**src/rtl/mp3_pkg.sv**
```systemverilog
// Shared types and constants for the flash byte sequencer: FSM states,
// byte-lane indices and the flash word-address width.
package mp3_pkg;

    localparam int WORD_ADDR_W = 23;

    typedef logic [1:0] byte_idx_t;

    localparam byte_idx_t FIRST  = 2'd0;
    localparam byte_idx_t SECOND = 2'd1;
    localparam byte_idx_t THIRD  = 2'd2;
    localparam byte_idx_t FOURTH = 2'd3;

    typedef enum logic [2:0] {
        IDLE,
        REQ,
        WAIT_DATA,
        EMIT,
        FINISH
    } seq_state_t;

endpackage

```
**src/rtl/address_select.sv**
```systemverilog
// Next-position calculator: steps the byte lane within a 32-bit word and
// moves the word address by WORD_DELTA when the lane wraps.
module address_select
    import mp3_pkg::*;
#(
    parameter int WORD_DELTA = 1
) (
    input  logic [WORD_ADDR_W-1:0] word,
    input  logic [1:0]             byte_idx,
    input  logic                   reverse,
    output logic [WORD_ADDR_W-1:0] next_word,
    output logic [1:0]             next_byte,
    output logic                   word_change
);

    localparam logic [WORD_ADDR_W-1:0] DELTA = WORD_ADDR_W'(WORD_DELTA);

    // NOTE: every output gets a default first so no path through the block leaves one unassigned (no latch).
    always_comb begin
        next_word = word;
        next_byte = byte_idx;
        if (reverse) begin
            if (byte_idx == FIRST) begin
                next_word = word - DELTA;
                next_byte = FOURTH;
            end else begin
                next_byte = byte_idx - 2'd1;
            end
        end else begin
            if (byte_idx == FOURTH) begin
                next_word = word + DELTA;
                next_byte = FIRST;
            end else begin
                next_byte = byte_idx + 2'd1;
            end
        end
    end

    // Compared rather than inferred from the lane wrap so WORD_DELTA=0 stays in the word.
    assign word_change = (next_word != word);

endmodule

```
**src/rtl/flash_byte_sequencer.sv**
```systemverilog
// Streams the bytes of a flash word region forward or backward, one 32-bit read per word.
// Optional macro FLASH_SEQ_LOOP_EN: wrap to the region start instead of finishing.
module flash_byte_sequencer
    import mp3_pkg::*;
#(
    parameter int WORD_DELTA = 1
) (
    input  logic                   clk,
    input  logic                   rst,
    input  logic                   start,
    input  logic                   pause,
    input  logic                   reverse,
    input  logic [WORD_ADDR_W-1:0] start_word,
    input  logic [WORD_ADDR_W-1:0] end_word,
    output logic                   flash_read,
    output logic [WORD_ADDR_W-1:0] flash_address,
    input  logic                   flash_waitrequest,
    input  logic [31:0]            flash_readdata,
    input  logic                   flash_readdatavalid,
    output logic [7:0]             byte_out,
    output logic                   byte_valid,
    input  logic                   byte_ready,
    output logic                   busy,
    output logic                   done
);

    seq_state_t state, next_state;

    logic [WORD_ADDR_W-1:0] lo_word, hi_word, word, next_word;
    logic [1:0]             byte_idx, next_byte;
    logic [31:0]            buffer;
    logic                   word_change, bounds_ok, accept, at_end;

    assign bounds_ok = (start_word <= end_word);
    assign accept    = (state == EMIT) && !pause && byte_ready;
    assign at_end    = reverse ? (word == lo_word && byte_idx == FIRST)
                               : (word == hi_word && byte_idx == FOURTH);

    address_select #(
        .WORD_DELTA (WORD_DELTA)
    ) u_address_select (
        .word        (word),
        .byte_idx    (byte_idx),
        .reverse     (reverse),
        .next_word   (next_word),
        .next_byte   (next_byte),
        .word_change (word_change)
    );

    // NOTE: sequential state uses non-blocking assignments so every flop updates from pre-edge values.
    always_ff @(posedge clk) begin
        if (rst) state <= IDLE;
        else     state <= next_state;
    end

    always_comb begin
        next_state = state;
        case (state)
            IDLE:      if (start) next_state = bounds_ok ? REQ : FINISH;
            REQ:       if (!pause && !flash_waitrequest) next_state = WAIT_DATA;
            WAIT_DATA: if (flash_readdatavalid) next_state = EMIT;
            EMIT: begin
                if (accept) begin
                    if (at_end) begin
`ifdef FLASH_SEQ_LOOP_EN
                        next_state = REQ;
`else
                        next_state = FINISH;
`endif
                    end else if (word_change) begin
                        next_state = REQ;
                    end
                end
            end
            FINISH:    next_state = IDLE;
            default:   next_state = IDLE;
        endcase
    end

    always_comb begin
        flash_read = 1'b0;
        byte_valid = 1'b0;
        busy       = (state != IDLE);
        done       = (state == FINISH);
        case (state)
            REQ:     flash_read = !pause;
            EMIT:    byte_valid = !pause;
            default: ;
        endcase
    end

    assign flash_address = word;
    assign byte_out      = buffer[{byte_idx, 3'b000} +: 8];

    // NOTE: the word buffer is a plain 32-bit register, so clearing it on reset is cheap and keeps byte_out at 0.
    always_ff @(posedge clk) begin
        if (rst) begin
            lo_word  <= '0;
            hi_word  <= '0;
            word     <= '0;
            byte_idx <= FIRST;
            buffer   <= '0;
        end else begin
            case (state)
                IDLE: begin
                    if (start && bounds_ok) begin
                        lo_word  <= start_word;
                        hi_word  <= end_word;
                        word     <= reverse ? end_word : start_word;
                        byte_idx <= reverse ? FOURTH : FIRST;
                    end
                end
                WAIT_DATA: if (flash_readdatavalid) buffer <= flash_readdata;
                EMIT: begin
                    if (accept) begin
                        if (!at_end) begin
                            word     <= next_word;
                            byte_idx <= next_byte;
                        end
`ifdef FLASH_SEQ_LOOP_EN
                        else begin
                            word     <= reverse ? hi_word : lo_word;
                            byte_idx <= reverse ? FOURTH : FIRST;
                        end
`endif
                    end
                end
                default: ;
            endcase
        end
    end

endmodule
```
**config.mk**
```make
export PLATFORM = sky130hd
export DESIGN_NAME = flash_byte_sequencer
export DESIGN_NICKNAME = d
export VERILOG_FILES = /design/src/rtl/mp3_pkg.sv /design/src/rtl/address_select.sv /design/src/rtl/flash_byte_sequencer.sv
export SDC_FILE = /design/constraint.sdc
export NUM_CORES = 1
export LEC_CHECK = 0
export CORE_ASPECT_RATIO = 0.7
export CORE_MARGIN = 10
export CORE_UTILIZATION = 35
export DETAILED_ROUTE_END_ITERATION = 16
export HOLD_SLACK_MARGIN = 0.08
export PLACE_DENSITY = 0.63
export SLEW_MARGIN = 20
export SYNTH_ARGS = -nofsm -noshare
export SYNTH_HDL_FRONTEND = slang
export SYNTH_SLANG_ARGS = --single-unit
```
**constraint.sdc**
```tcl
create_clock -name clk -period 4.6 [get_ports clk]
set_input_delay 0.92 -clock clk [delete_from_list [all_inputs] [get_ports clk]]
set_output_delay 0.92 -clock clk [all_outputs]
set_load 0.1 [all_outputs]
```
Yosys cells after proc, flatten, opt, wreduce, memory -nomap -nowiden
Index checks and enable logic that the tools add are counted.
- register bits: 106
- word-level logic and storage cells: 70
- eq/ne operators: 15
- $add $sub $neg: 4
- order comparisons: 1
- reductions and logical operators: 16
- shifts and indexed selects: 1
- mux-type cells: 27
- operators with widths (cell ; count):
    2-to-1 mux 23 bit ; 7
    equality test 23 bit ; 2
    one-hot mux 23 bit (2 select lines) ; 1
    indexed part select 32 x 6 -> 8 bit ; 1
    adder 23 x 1 -> 23 bit, second input constant ; 1
    <= comparator 23 bit ; 1
    != test 23 bit ; 1
    subtractor 23 x 1 -> 23 bit, second input constant ; 1
    2-to-1 mux 3 bit ; 7
    2-to-1 mux 2 bit ; 7
    != test 2 bit, second input constant ; 6
    one-hot mux 3 bit (4 select lines) ; 1
    equality test 3 x 2 -> 1 bit, second input constant ; 2
    logical AND 1 bit ; 6
    AND reduction 5 bit ; 1
    one-hot mux 2 bit (2 select lines) ; 1
    AND reduction 2 bit ; 2
    AND reduction 4 bit ; 1
    equality test 3 x 1 -> 1 bit, second input constant ; 1
    equality test 3 bit, second input constant ; 1
    logical NOT 3 bit ; 1
    2-to-1 mux 1 bit ; 3
    != test 3 x 2 -> 1 bit, second input constant ; 1
    nonzero test 3 bit ; 1
    6 further kinds ; 7

Depth between registers and ports, before layout
Gate-level depths: netlist (run 1).
- word-level depth: 8
- depth in mapped cells: 12
- gate-level depth less buffers: 9

Modules after synthesis
From an unflattened synthesis (run 1), not the netlist that was laid out.
- cells, all modules: 832
- area, all modules: 6891.6 sq um
- modules (own cells, without submodules) (module ; seq. area each (sq um) ; instances ; cells each ; area each (sq um)):
    flash_byte_sequencer ; 2122.0 ; 1 ; 707 ; 5982.0
    address_select ; 0.0 ; 1 ; 125 ; 909.6

Least setup slack after synthesis (run 1)
No wires, ideal clock.
- path type: input to output
- start point: in pause
- end point: out flash_read
- arrival time: 3108 ps
- stages: 1
- data required time: 3680 ps
- buffers on the path: 0
- slack: 572 ps
- cells stage by stage: nor3b_1
- word-level cells in the longest chain between the ends: 2
- ends and longest elaborated chain (item ; RTL line ; RTL):
    start: declaration ; flash_byte_sequencer.sv:11 ; input logic pause,
    logical NOT 1 bit ; flash_byte_sequencer.sv:86 ; REQ: flash_read = !pause;
    2-to-1 mux 1 bit ; flash_byte_sequencer.sv:85 ; case (state)
    end: declaration ; flash_byte_sequencer.sv:15 ; output logic flash_read,
Every way passes these cells.

Worst setup path after layout (run 1)
- start point: reg byte_idx[0]
- end point: out byte_out[7]
- word-level cells in the longest chain between the ends: 1
- ends and longest elaborated chain (item ; RTL line ; RTL):
    start: declaration ; flash_byte_sequencer.sv:30 ; logic [1:0] byte_idx, next_byte;
    start signal: assignment ; flash_byte_sequencer.sv:110 ; byte_idx <= reverse ? FOURTH : FIRST;
    start signal: assignment ; flash_byte_sequencer.sv:118 ; byte_idx <= next_byte;
    indexed part select 32 x 6 -> 8 bit ; flash_byte_sequencer.sv:93 ; assign byte_out = buffer[{byte_idx, 3'b000} +: 8];
    end: declaration ; flash_byte_sequencer.sv:20 ; output logic [7:0] byte_out,
Every way passes these cells.

==> results of run 1 <==
==> path summary, 6_finish.rpt <==
check	start	to	slack, ps	cells past startpoint
max	byte_idx[0]$_SDFFE_PP0P_	byte_out[7]	890	2
min	buffer[20]$_SDFFE_PP0P_	buffer[20]$_SDFFE_PP0P_	460	2
max reg2reg	byte_idx[0]$_SDFFE_PP0P_	flash_address[3]$_SDFFE_PP0P_	1160	8
min reg2reg	buffer[20]$_SDFFE_PP0P_	buffer[20]$_SDFFE_PP0P_	460	2
==> cells in the final DEF, fill, tap and decap left out, types with 4 or more instances in the layout <==
cell type        instances
nand2_1                204
a21oi_1                132
clkdlybuf4s50_1        116
dfxtp_1                106
nor2_1                  57
xor2_1                  46
inv_1                   34
ha_1                    27
o32ai_1                 19
mux2i_1                 18
nand4_1                 17
nor4_1                  17
nand3_1                 15
o21ai_0                 14
buf_4                   12
clkbuf_16                9
a31oi_1                  8
mux4_2                   8
nor3_1                   7
a211oi_1                 7
and3_1                   6
a22oi_1                  6
nand2b_1                 5
o22ai_1                  4
and2_1                   4
mux2_2                   4
==> registers in the layout, indices dropped and copies added, names as in the netlist <==
name           flops
byte_idx           2
buffer            32
state              3
hi_word           23
lo_word           23
flash_address     23
==> power breakdown <==
group          internal, mW  total, mW  leakage [nW]  switching, mW
registers              1.01       1.18         0.863          0.169
clock network         0.384      0.788         0.145          0.404
logic                 0.428       1.21          2.29          0.785
==> area by class of cell <==
type	instances	area (µm²)	share of cell area [%]
Timing Repair Buffer	131	1300	15.9
Inverter	34	128	1.56
Multi-Input combinational cell	672	4030	49.3
Clock buffer	9	225	2.76
Tap cell	242	303	3.70
Sequential cell	106	2120	26.0
Clock inverter	7	66.3	0.811
==> Yosys cell counts, drive strengths merged (15+ instances only) <==
master	n	area, µm²
a21oi	134	674
clkbuf	61	330
dfxtp	106	2120
ha	27	338
inv	34	128
mux2i	18	180
nand2	204	766
nand3	15	75.1
nand4	17	106
nor2	57	214
nor4	18	128
o32ai	19	166
xor2	46	403
==> kinds of logic (layout without fill, tap and decap cells) <==
logic type | after synthesis | after routing | synth area share [%]
AO/OA/AOI/OAI | 212 | 212 | 18.9
XOR/XNOR | 47 | 47 | 6.19
adder cells (fa/ha/maj) | 27 | 27 | 5.08
buffers and inverters | 104 | 181 | 7.68
flip-flops | 106 | 106 | 31.9
multiplexers | 30 | 30 | 6.10
AND/OR/NAND/NOR | 356 | 356 | 24.1
==> metrics by stage <==
step                worst slack (ps)  cell area [µm²]  hold slack (ps)  cells  utilization (%)
detailed placement               825             7880              446   1185             42.0
floorplan                        572             6650              433    882                -
CTS                              830             8170              456   1201             43.6
finish                           887             8170              455   1201             43.6
global placement                 925             7880              441   1185             42.0
global route                     750             8170              473   1201             43.6
==> layer usage <==
layer	track usage (%)	wire length, µm
met2	26.0	9700
met5	0	0
met3	5.09	2320
met1	27.4	11300
met4	3.65	252
==> worst max-delay path, stage by stage (launching register included) <==
cell and delay, ps:
dfxtp_1 820, mux4_2 600, clkdlybuf4s50_1 1000
==> out/qor.csv, run 1 <==
metric,value,unit
GPL Wtd Cong,0.914,
first-pass GRT wire length,36100,µm
wire per inst,19.6,µm
drt pass-1 iters,6,
Max Fclk,269,MHz
All-Layer GR Usage,18.5,%
largest net degree at the start of global routing,63,
via count,6558,
crit end category,output port,
register area share after synthesis,31.9,%
Synth Flop Type,dfxtp_1,
CP required,3680,ps
post-cts repair resize count,0,
actual slew at the worst max-slew pin,1010,ps
Yosys cell types,61,
post-CTS setup buffers,0,
core area,18800,µm²
final setup violating endpoints,0,
Longest Clk Path Bufs,2,
initial antenna violation count,0,
fraction of layout cells with a size suffix above 1,6.47,%
unrepaired setup endpoints after global routing,false,
Worst Setup Path Type,reg -> out,
CTS tree,yes,
Max Slew Vio Count,0,
vias in the first global route,6171,
area growth from synthesis to layout,22.9,%
number of port buffers,120,
period utilisation layout,80.7,%
Filler Cell Count,1891,
die width,185,µm
"Cell Area, Synth",6650,µm²
residual DRC count,0,
Clock Skew,7.02,ps
DIE AREA,25000,µm²
Clock Tree Root,clkbuf_16,
"Hold Vio Cnt, Final",0,
CTS Sinks,106,
peak fanout along the critical path,12,
Leak,3.30,nW
startpoint types,flip-flop,
Max-cap violations,0,
status,"finished, final reports clean",
"Reg clk slew, reported paths",70,ps
starting density of the core,35.4,%
Hold Crit Class,reg -> reg,
#FFs+latches synth,106,
FP Rows,42,
total grt overflow,0,
n_diodes,0,
Num CTS Buffers,9,
DR iter-0 viols,726,
hold buffer count at cts,0,
Syn Inst Count,882,
post-layout min period,3710,ps
Worst EP arrival,2790,ps
detailed placement HPWL,17600,µm
setup TNS,0,ps
later-pin clock latency in the skew report,360,ps
WL final,23600,µm
synth warn,0,
Vias/cell,5.46,
asr flop ratio synth,0,%
num ports,121,
die height,135,µm
Design Power,3.18,mW
number of nets in the final layout,1067,
H-tree depth,3,
synthesized area per cell,7.54,µm²
Post-synth EDFFs,0,
post-synth net total,995,
peak supply drop,0.000188,V
Final ANT Viol Nets,0,
PwrDens,389,nW/µm²
Rel. slew slack,32.4,%
Note: power is estimated with default switching activity, not from simulation.
==> run 2: changes to the inputs <==
Settings changed: PLACE_DENSITY 0.63 to 0.65.
Clock period 4.6 ns to 3.4 ns, I/O delays scaled along.
==> out/qor.csv, run 2 (synthesis gave the netlist of run 1 again) <==
metric,value,unit
Max Slew Vio Count,0,
CTS Sinks,106,
Clock Skew,5.40,ps
Num CTS Buffers,9,
Filler Cell Count,1882,
wire per inst,19.7,µm
status,"finished, final reports clean",
Max Fclk,329,MHz
multi-input combinational cell area,4040,µm²
later-pin clock latency in the skew report,360,ps
WL final,24100,µm
Clock Tree Root,clkbuf_16,
vias in the first global route,6233,
Clock power frac,24.7,%
first-pass GRT wire length,37100,µm
"Hold Vio Cnt, Final",0,
number of port buffers,120,
Max-cap violations,0,
residual DRC count,0,
post-CTS setup buffers,0,
H-tree depth,3,
fraction of layout cells with a size suffix above 1,11.9,%
Min-Delay Endpoint,buffer[30]$_SDFFE_PP0P_,
Vias/cell,5.51,
Rel. slew slack,36.9,%
peak supply drop,0.000231,V
detailed placement HPWL,18300,µm
die height,135,µm
FP Rows,42,
Final ANT Viol Nets,0,
Seq pwr share,35.9,%
total grt overflow,0,
via count,6736,
post-cts repair resize count,0,
Net Sw Power,1.81,mW
All-Layer GR Usage,19.1,%
Reg with most FFs,buffer,
"Reg clk slew, reported paths",70,ps
final setup violating endpoints,0,
worst r2r dst,byte_idx[0]$_SDFFE_PP0P_,
GPL Wtd Cong,0.959,
core area,18800,µm²
fin area,8290,µm²
R2R cell count,8,
reg2reg start,byte_idx[1]$_SDFFE_PP0P_,
Longest Clk Path Bufs,2,
n_diodes,0,
startpoint types,input port,
CTS tree,yes,
Reg area,2120,µm²
Leak,3.49,nW
Worst Setup Path Type,in -> reg,
combinational fraction of design power,39.4,%
"most common cell after layout, fill and taps aside",nand2_1,
drt pass-1 iters,5,
Hold Crit Class,reg -> reg,
die width,185,µm
period utilisation layout,89.3,%
starting density of the core,35.4,%
post-layout min period,3040,ps
PwrDens,527,nW/µm²
Hold Crit Depth,2,
DIE AREA,25000,µm²
max reg flops,32,
r2r setup slk,470,ps
area growth from synthesis to layout,24.8,%
DR iter-0 viols,776,
internal power,2.56,mW
Net Sw Frac,41.5,%
CP required,3650,ps
initial antenna violation count,0,
hold buffer count at cts,0,
actual slew at the worst max-slew pin,945,ps
unrepaired setup endpoints after global routing,false,
most frequent cells in the layout,"204 x nand2_1, 132 x a21oi_1, 106 x dfxtp_1",
setup TNS,0,ps
largest net degree at the start of global routing,58,
hold_sp,buffer[30]$_SDFFE_PP0P_,
Worst EP arrival,3290,ps
placed cell area,8000,µm²
num ports,121,
number of nets in the final layout,1089,
peak fanout along the critical path,21,
crit end category,flip-flop,
run 2: changes by cell type in the layout (fill, tap and decap cells not counted), sizes merged:
cell / change
inv: -3
clkdlybuf4s50: -33
buf: +55
bufinv: +1
clkbuf: +2
run 2: worst max-delay path: stages:
cell	delay, ps
clkdlybuf4s50_1	510
inv_1	50
ha_1	290
nand4_1	180
nor4_1	410
o21ai_0	180
nand4_1	210
a21o_2	220
buf_12	180
a21oi_1	90
o221a_2	280
run 2: worst max-delay path by stage:
stage / startpoint / to / slack [ps] / cells after the start
floorplan: state[0]$_SDFFE_PP0P_ / flash_address[15]$_SDFFE_PP0P_ / 2 / 10
global placement: end_word[12] / hi_word[19]$_SDFFE_PP0P_ / 110 / 11
detailed placement: end_word[21] / byte_idx[0]$_SDFFE_PP0P_ / 5 / 11
CTS: end_word[21] / byte_idx[0]$_SDFFE_PP0P_ / 390 / 11
global route: end_word[21] / hi_word[10]$_SDFFE_PP0P_ / 180 / 12
finish: end_word[21] / byte_idx[0]$_SDFFE_PP0P_ / 360 / 11
run 2: area by class of cell:
| class | instances | share of cell area [%] |
|---|---|---|
| clock inverters | 5 | 0.739 |
| inverters | 34 | 1.54 |
| clock buffers | 11 | 2.81 |
| flip-flops and latches | 106 | 25.6 |
| repair buffers | 153 | 16.9 |
| multi-input cells | 672 | 48.7 |
| well taps | 242 | 3.65 |
run 2: metal layers:
metal / GRT usage (%) / up-vias / part of all wire, %
met5: 0 / - / 0
met4: 3.92 / 0 / 1.1
met3: 5.28 / 23 / 11
met2: 26.2 / 328 / 41
met1: 28.7 / 3147 / 47
li1: - / 3238 / -
run 2: power groups by stage:
stage | logic [mW] | clock network (mW) | registers [mW]
after CTS | 1.71 | 1.09 | 1.56
after detailed placement | 1.70 | 0 | 1.59
after global placement | 1.70 | 0 | 1.59
after global routing | 1.86 | 1.15 | 1.59
final | 1.72 | 1.08 | 1.57
after floorplan | 0.999 | 0 | 1.73
run 2: metrics by stage:
stage | std cells | power, mW | hold WS, ps | setup slack [ps] | util [%]
after floorplan | 882 | 2.73 | 433 | 1.97 | -
after global placement | 1207 | 3.29 | 439 | 111 | 42.6
after detailed placement | 1207 | 3.30 | 447 | 4.72 | 42.6
after CTS | 1223 | 4.37 | 457 | 391 | 44.2
after global routing | 1223 | 4.59 | 477 | 175 | 44.2
final | 1223 | 4.37 | 454 | 363 | 44.2
==> run 3: changes to the inputs <==
--- a/config.mk
+++ b/config.mk
@@ -13,2 +13,3 @@
 export PLACE_DENSITY = 0.65
+export REMOVE_ABC_BUFFERS = 1
 export SLEW_MARGIN = 20
@@ -17 +18,2 @@
 export SYNTH_SLANG_ARGS = --single-unit
+export TNS_END_PERCENT = 10
==> constraint.sdc (replaced) <==
create_clock -name clk -period 3.4 [get_ports clk]
set_input_delay 0.34 -clock clk [delete_from_list [all_inputs] [get_ports clk]]
set_output_delay 0.34 -clock clk [all_outputs]
set_load 0.1 [all_outputs]
==> out/qor.csv, run 3 (synthesis gave the netlist of run 1 again) <==
metric,value,unit
status,"finished, final reports clean",
num ports,121,
Num CTS Buffers,9,
Final ANT Viol Nets,0,
largest net degree at the start of global routing,57,
Worst Setup Path Type,reg -> reg,
drt pass-1 iters,5,
PwrDens,534,nW/µm²
via count,6566,
Reg with most FFs,buffer,
Clock Tree Root,clkbuf_16,
DIE AREA,25000,µm²
"most common cell after layout, fill and taps aside",nand2_1,
reg2reg start,flash_address[9]$_SDFFE_PP0P_,
peak fanout along the critical path,16,
Finished Layout Cells,1219,
"Reg clk slew, reported paths",80,ps
max reg flops,32,
All-Layer GR Usage,18.0,%
unrepaired setup endpoints after global routing,false,
initial antenna violation count,0,
peak supply drop,0.000239,V
"Hold Vio Cnt, Final",0,
fraction of layout cells with a size suffix above 1,10.4,%
Min-Delay Endpoint,buffer[25]$_SDFFE_PP0P_,
Rel. slew slack,33.4,%
Longest Clk Path Bufs,2,
detailed placement HPWL,16900,µm
Max Slew Vio Count,0,
startpoint types,flip-flop,
WL final,22600,µm
actual slew at the worst max-slew pin,995,ps
post-CTS setup buffers,0,
post-layout min period,2930,ps
Worst EP arrival,3200,ps
hold_sp,buffer[25]$_SDFFE_PP0P_,
most frequent cells in the layout,"204 x nand2_1, 132 x a21oi_1, 106 x dfxtp_1",
Leak,3.43,nW
Max Fclk,341,MHz
internal power,2.58,mW
Seq pwr share,35.0,%
first-pass GRT wire length,35600,µm
Placed Cells incl. Taps,1203,
r2r setup slk,470,ps
number of port buffers,120,
die width,185,µm
Net Sw Frac,41.6,%
core area,18800,µm²
Hold Crit Class,reg -> reg,
hold buffer count at cts,0,
setup TNS,0,ps
CTS Sinks,106,
period utilisation layout,86.3,%
post-cts repair resize count,0,
FP Rows,42,
Vias/cell,5.39,
final setup violating endpoints,0,
die height,135,µm
residual DRC count,0,
CP required,3670,ps
R2R cell count,7,
area growth from synthesis to layout,24.4,%
wire per inst,18.5,µm
total grt overflow,0,
DR iter-0 viols,676,
starting density of the core,35.4,%
Net Sw Power,1.84,mW
number of nets in the final layout,1085,
crit end category,flip-flop,
Clock power frac,25.4,%
GPL Wtd Cong,0.924,
CTS tree,yes,
Clock Skew,6.80,ps
n_diodes,0,
Max-cap violations,0,
Hold Crit Depth,2,
H-tree depth,3,
worst r2r dst,flash_address[3]$_SDFFE_PP0P_,
Filler Cell Count,1890,
combinational fraction of design power,39.6,%
vias in the first global route,6224,
later-pin clock latency in the skew report,360,ps
-- run 3: area by class of cell --
cell class / instances / area [µm²] / area share [%]
multi-input cells: 672 / 4030 / 48.7
flip-flops and latches: 106 / 2120 / 25.7
repair buffers: 149 / 1380 / 16.6
well taps: 242 / 303 / 3.66
clock buffers: 10 / 239 / 2.89
inverters: 34 / 128 / 1.54
clock inverters: 6 / 72.6 / 0.877
-- run 3: worst max-delay path, cell delays in order, from the launching register on --
cell     delay, ps
dfxtp_1        610
xor2_1         230
nor4_1         480
nand4_1        240
o22ai_1        410
or2_2          440
a22oi_1        150
o32ai_1        270
-- run 3: power by group through the flow --
stage          registers [mW]  logic, mW  clock network, mW
6_report                 1.55       1.75               1.12
5_1_grt                  1.57       1.88               1.20
4_1_cts                  1.54       1.73               1.15
3_5_place_dp             1.57       1.73                  0
3_3_place_gp             1.57       1.72                  0
2_1_floorplan            1.79      0.847                  0
-- run 3: worst max-delay path by stage --
stage                             startpoint                             to  slack (ps)  depth (start not counted)
2_1_floorplan                   end_word[20]       byte_idx[0]$_SDFFE_PP0P_       -1000                          9
3_3_place_gp                    end_word[17]  flash_address[3]$_SDFFE_PP0P_         240                         12
3_5_place_dp                    end_word[16]        hi_word[9]$_SDFFE_PP0P_         200                         13
4_1_cts        flash_address[9]$_SDFFE_PP0P_  flash_address[3]$_SDFFE_PP0P_         520                          8
5_1_grt                         end_word[18]        hi_word[7]$_SDFFE_PP0P_         260                         13
6_report       flash_address[9]$_SDFFE_PP0P_  flash_address[3]$_SDFFE_PP0P_         470                          7
-- run 3: layer usage --
layer	up-vias	global-route usage [%]	part of all wire (%)
met5	-	0	0
met1	3032	26.3	48
met4	0	4.01	1.1
met3	19	5.17	9.1
met2	272	25.2	41
li1	3243	-	-
-- run 3: per-stage QoR --
stage | area [µm²] | worst slack, ps | utilization [%] | power [mW] | hold WS, ps
floorplan | 6260 | -1000 | - | 2.64 | 409
global placement | 7960 | 238 | 42.4 | 3.29 | 440
detailed placement | 7960 | 196 | 42.4 | 3.30 | 444
CTS | 8270 | 520 | 44.1 | 4.43 | 454
global route | 8270 | 264 | 44.1 | 4.65 | 473
finish | 8270 | 467 | 44.1 | 4.42 | 452
